File: src/rtl/fifo_arb_pkg.sv
// fifo_arb_pkg: shared types and round-robin pick helper for the FIFO write arbiter
package fifo_arb_pkg;
  localparam int MAX_REQ = 8;
  typedef enum logic {IDLE, XFER} arb_state_e;
  typedef struct packed {
    logic       found;
    logic [2:0] idx;
  } pick_t;
  function automatic int id_w(input int n);
    return (n > 1) ? $clog2(n) : 1;
  endfunction
  // first set bit at or above ptr, wrapping at n-1 back to 0
  function automatic pick_t rr_pick(input logic [MAX_REQ-1:0] valid, input logic [2:0] ptr, input int n);
    pick_t p;
    int k;
    p = '0;
    for (int i = 0; i < MAX_REQ; i++) begin
      k = (int'(ptr) + i) % n;
      if (i < n && !p.found && valid[k[2:0]]) begin
        p.found = 1'b1;
        p.idx = k[2:0];
      end
    end
    return p;
  endfunction
endpackage

File: src/rtl/rr_priority_picker.sv
// rr_priority_picker: combinational rotate-and-find-first over NUM_REQ requests
module rr_priority_picker import fifo_arb_pkg::*; #(
  parameter int NUM_REQ = 4,
  localparam int IW = id_w(NUM_REQ)
) (
  input  logic [NUM_REQ-1:0] valid,
  input  logic [IW-1:0]      ptr,
  output logic [IW-1:0]      idx,
  output logic               found
);
  pick_t p;
  always_comb p = rr_pick(MAX_REQ'(valid), 3'(ptr), NUM_REQ);
  assign idx = IW'(p.idx);
  assign found = p.found;
endmodule

File: src/rtl/fifo_wr_arbiter.sv
// fifo_wr_arbiter: round-robin packet-atomic arbiter for the shared FIFO write port
module fifo_wr_arbiter import fifo_arb_pkg::*; #(
  parameter int NUM_REQ = 4,
  parameter int DATA_WIDTH = 16,
  parameter int MAX_BURST = 8,
  localparam int IW = id_w(NUM_REQ)
) (
  input  logic                          clk,
  input  logic                          rst,
  input  logic [NUM_REQ-1:0]            req_valid,
  input  logic [NUM_REQ*DATA_WIDTH-1:0] req_data,
  input  logic [NUM_REQ-1:0]            req_last,
  output logic [NUM_REQ-1:0]            req_ready,
  output logic                          fifo_wr_en,
  output logic [DATA_WIDTH-1:0]         fifo_data_in,
  input  logic                          fifo_full,
  output logic [IW-1:0]                 grant_id,
  output logic                          busy,
  output logic                          forced_release
);
  localparam int BW = $clog2(MAX_BURST);
  arb_state_e state_q, state_d;
  logic [IW-1:0] rr_ptr_q, rr_ptr_d, grant_id_q, grant_id_d, pick_idx;
  logic [BW-1:0] beat_cnt_q, beat_cnt_d;
  logic forced_q, forced_d, pick_found, xfer, accept, rel, sel_last;
  rr_priority_picker #(.NUM_REQ(NUM_REQ)) u_pick (
    .valid(req_valid),
    .ptr  (rr_ptr_q),
    .idx  (pick_idx),
    .found(pick_found)
  );
  assign xfer = state_q == XFER;
  assign sel_last = req_last[grant_id_q];
  assign accept = xfer && req_valid[grant_id_q] && !fifo_full;
  // a last beat that is also the final allowed beat counts as a normal release
  assign rel = accept && (sel_last || beat_cnt_q == BW'(MAX_BURST - 1));
  assign req_ready = (xfer && !fifo_full) ? NUM_REQ'(1) << grant_id_q : '0;
  assign fifo_wr_en = accept;
  assign fifo_data_in = xfer ? req_data[grant_id_q*DATA_WIDTH +: DATA_WIDTH] : '0;
  assign grant_id = grant_id_q;
  assign busy = xfer;
  assign forced_release = forced_q;
  always_comb begin
    state_d = xfer ? (rel ? IDLE : XFER) : (pick_found ? XFER : IDLE);
    grant_id_d = (!xfer && pick_found) ? pick_idx : grant_id_q;
    beat_cnt_d = (!xfer || rel) ? '0 : beat_cnt_q + BW'(accept);
    rr_ptr_d = rel ? ((grant_id_q == IW'(NUM_REQ - 1)) ? '0 : grant_id_q + IW'(1)) : rr_ptr_q;
    forced_d = rel && !sel_last;
  end
  always_ff @(posedge clk) begin
    if (rst) begin
      state_q <= IDLE;
      rr_ptr_q <= '0;
      beat_cnt_q <= '0;
      grant_id_q <= '0;
      forced_q <= 1'b0;
    end else begin
      state_q <= state_d;
      rr_ptr_q <= rr_ptr_d;
      beat_cnt_q <= beat_cnt_d;
      grant_id_q <= grant_id_d;
      forced_q <= forced_d;
    end
  end
endmodule

File: config.mk
export PLATFORM = sky130hd
export DESIGN_NAME = fifo_wr_arbiter
export DESIGN_NICKNAME = d
export VERILOG_FILES = /design/src/rtl/fifo_arb_pkg.sv /design/src/rtl/rr_priority_picker.sv /design/src/rtl/fifo_wr_arbiter.sv
export SDC_FILE = /design/constraint.sdc
export NUM_CORES = 1
export LEC_CHECK = 0
export CAP_MARGIN = 10
export CORE_MARGIN = 2
export CORE_UTILIZATION = 31
export CTS_BUF_LIST = sky130_fd_sc_hd__clkbuf_4 sky130_fd_sc_hd__clkbuf_8
export DETAILED_ROUTE_END_ITERATION = 8
export PLACE_DENSITY = 0.85
export SETUP_SLACK_MARGIN = 0.5
export SLEW_MARGIN = 20
export SYNTH_ARGS = -nofsm -noshare
export SYNTH_HDL_FRONTEND = slang
export SYNTH_SLANG_ARGS = --single-unit
File: constraint.sdc
create_clock -name clk -period 2.2 [get_ports clk]
set_clock_uncertainty 0.1 [all_clocks]
set_input_delay 0.33 -clock clk [delete_from_list [all_inputs] [get_ports clk]]
set_output_delay 0.33 -clock clk [all_outputs]
set_load 0.01 [all_outputs]
==> metrics, run 1 <==
critical path startpoint category flop; layout cells sized above 1 0.438; # IOs 100; TritonCTS buffer count 3; Inserted Diodes 0; Placed Cells 248; Synth cell types 30; Routed WL 5810 microns; Worst Path Arrival 1.77 ns; Layout fillers 202; Slew Viols, Final 0; # nets final 305; critical path required time 1.77 ns; cts hold-fix bufs 0; unrepaired setup endpoints after global routing yes; via/cell ratio 5.36; met3 usage 0.105; clk root buf clkbuf_4; Port Buffers 99; post-synth top area cell mux4_2; clk_lat worst skew 0.28 ns; worst-case reg-to-reg path depth 7; max frequency 455 MHz; grt ovf 0; final core occ 0.756; die width 62.6 microns; power per cell area 378 nW/um^2; busiest layer in global routing met2; Mapped Nets 177; worst setup path class reg2out; Hold WC Path Type reg2reg; H-Tree Depth 1; total chip power 0.946 mW; dpl hpwl 3930 microns; synth top area cells mux4_2, dfxtp_1, and2_1; Pre-Repair DR Iteration Count 4; worst slew pin tran 0.348 ns; Total Routing Usage GR 0.284; Antenna Nets Post-Route 0; crit-path max FO 7; Post-Syn Instances 97; Yosys top cell area share 0.381; row cnt 21; fin crit period 2.20 ns; status finished, final reports clean; number of global-route vias before repair 1518; hold slack 0.434 ns; kind of end point of the critical path primary output; slew margin rel. 0.765; via count 1448; WHS Path Cells 2; Yosys warning total 0; Setup-failing EPs final 0; Initial Utilization 0.321; Post-Syn Area 1060 sq um; Max-cap violations 0; DR WL/cell 21.5 microns; Post-Syn Area per Cell 11.0 sq um; Die ar. 3920 sq um; Seq/Total Area, Yosys 0.169; CTS Sinks 9; largest net degree at the start of global routing 20; static leakage 1.01 nW; global-route wire length before repair 8320 microns; fin cells 270; GR Util met1 0.290; CTS tree yes; clock buffer depth 2; placer congestion estimate 0.895; initial antenna violation count 0; final period utilization 1.00; Synth Register Bits 9; Max VDD drop 0.251 mV; final hold violations 0; area grow syn2layout 135%; core region area 3310 sq um; die height 62.6 microns; 1st-iter DRT viols 103; GR Util met2 0.496; clock-pin transition on the worst setup and hold timing paths 0.07 ns; # DRC 0
## routing by layer
| metal | part of all wire | vias up | wire length, microns |
|---|---|---|---|
| met4 | 0.045 | 0 | 260 |
| li1 | - | 627 | - |
| met1 | 0.35 | 689 | 2030 |
| met2 | 0.50 | 101 | 2930 |
| met3 | 0.10 | 31 | 588 |
| met5 | 0 | - | 0 |
## repair_timing
| action | CTS | global route |
|---|---|---|
| gates cloned | 1 | 0 |
| pin swaps | 11 | 11 |
| setup endpoints to repair | 31 | 28 |
| gates resized for setup | 109 | 22 |
| setup buffers | 14 | 3 |
## Yosys cell counts
master	instances
and2_1	21
mux4_2	18
dfxtp_1	9
inv_1	8
ha_1	5
a21oi_1	3
nor2_1	3
a221oi_1	2
and3_1	2
buf_2	2
nand2_1	2
nand3b_1	2
o21ai_0	2
o41ai_1	2
a21o_1	1
a221o_1	1
and2b_1	1
buf_1	1
buf_4	1
buf_6	1
clkbuf_1	1
mux2i_1	1
nand2b_1	1
nand3b_2	1
nor3_1	1
nor4bb_1	1
o211ai_4	1
o21ai_1	1
o221ai_1	1
xnor2_1	1
## report_power, final
group          internal, mW  total, mW  leakage [nW]  switching [mW]
Sequential            0.171      0.178        0.0739         0.00731
Clock                0.0827      0.149        0.0184          0.0667
Combinational         0.395      0.618         0.916           0.224
## cell families after synthesis
group | share of synthesized area
AND/OR/NAND/NOR | 0.205
multiplexers | 0.391
AO/OA/AOI/OAI | 0.106
buffers and inverters | 0.0623
flip-flops | 0.169
adder cells (fa/ha/maj) | 0.0588
XOR/XNOR | 0.00824
## registers in the layout, summed over array words and instances (netlist names)
| signal | count |
|---|---|
| busy | 1 |
| rr_ptr_q | 2 |
| grant_id | 2 |
| beat_cnt_q | 3 |
| forced_release | 1 |
## final timing paths
kind	start	to	slack, ns
worst min-delay path	rr_ptr_q[1]$_SDFFE_PP0P_	rr_ptr_q[1]$_SDFFE_PP0P_	0.43
worst min register to register	rr_ptr_q[1]$_SDFFE_PP0P_	rr_ptr_q[1]$_SDFFE_PP0P_	0.43
worst max-delay path	grant_id[0]$_SDFFE_PP0P_	fifo_data_in[13]	0.001
worst max register to register	grant_id[0]$_SDFFE_PP0P_	rr_ptr_q[0]$_SDFFE_PP0P_	0.13
## through the flow
stage	instance area, sq um	setup slack [ns]	TNS, ns
after global placement	2190	-0.156	-1.03
after global routing	2500	-0.0214	-0.0513
after CTS	2400	0.0261	0
final	2500	0.000982	0
after floorplan	1100	0.413	0
after detailed placement	2190	-0.165	-1.35
## worst max-delay path: stages (launching register included)
cell,delay (ns)
dfxtp_4,0.38
buf_12,0.11
buf_12,0.11
buf_6,0.09
mux4_2,0.52
and2_4,0.17
buf_6,0.11
## placed cells by master, fill, tap and decap left out, types with 3 or more instances in the layout
cell type	n
clkbuf_4	4
buf_12	3
buf_4	18
inv_1	7
and2_4	13
dlygate4sd2_1	3
dfxtp_1	8
buf_2	8
ha_4	3
mux4_2	18
buf_6	20
a21oi_1	3
nor2_1	3
clkdlybuf4s50_1	75
and2_1	8
## cell type report
type,count,area (sq um),share of cell area
Clock buffer,4,30.0,0.0120
Inverter,8,30.0,0.0120
Multi-Input combinational cell,74,921,0.368
Sequential cell,9,184,0.0735
Tap cell,46,57.6,0.0230
Timing Repair Buffer,129,1280,0.512
(Power assumes the default switching activity.)
==> run 2: changes to the inputs <==
SLEW_MARGIN = 10   (was 20)
==> results of run 2 <==
No change in the layout: final DEF, timing and power equal those of run 1.
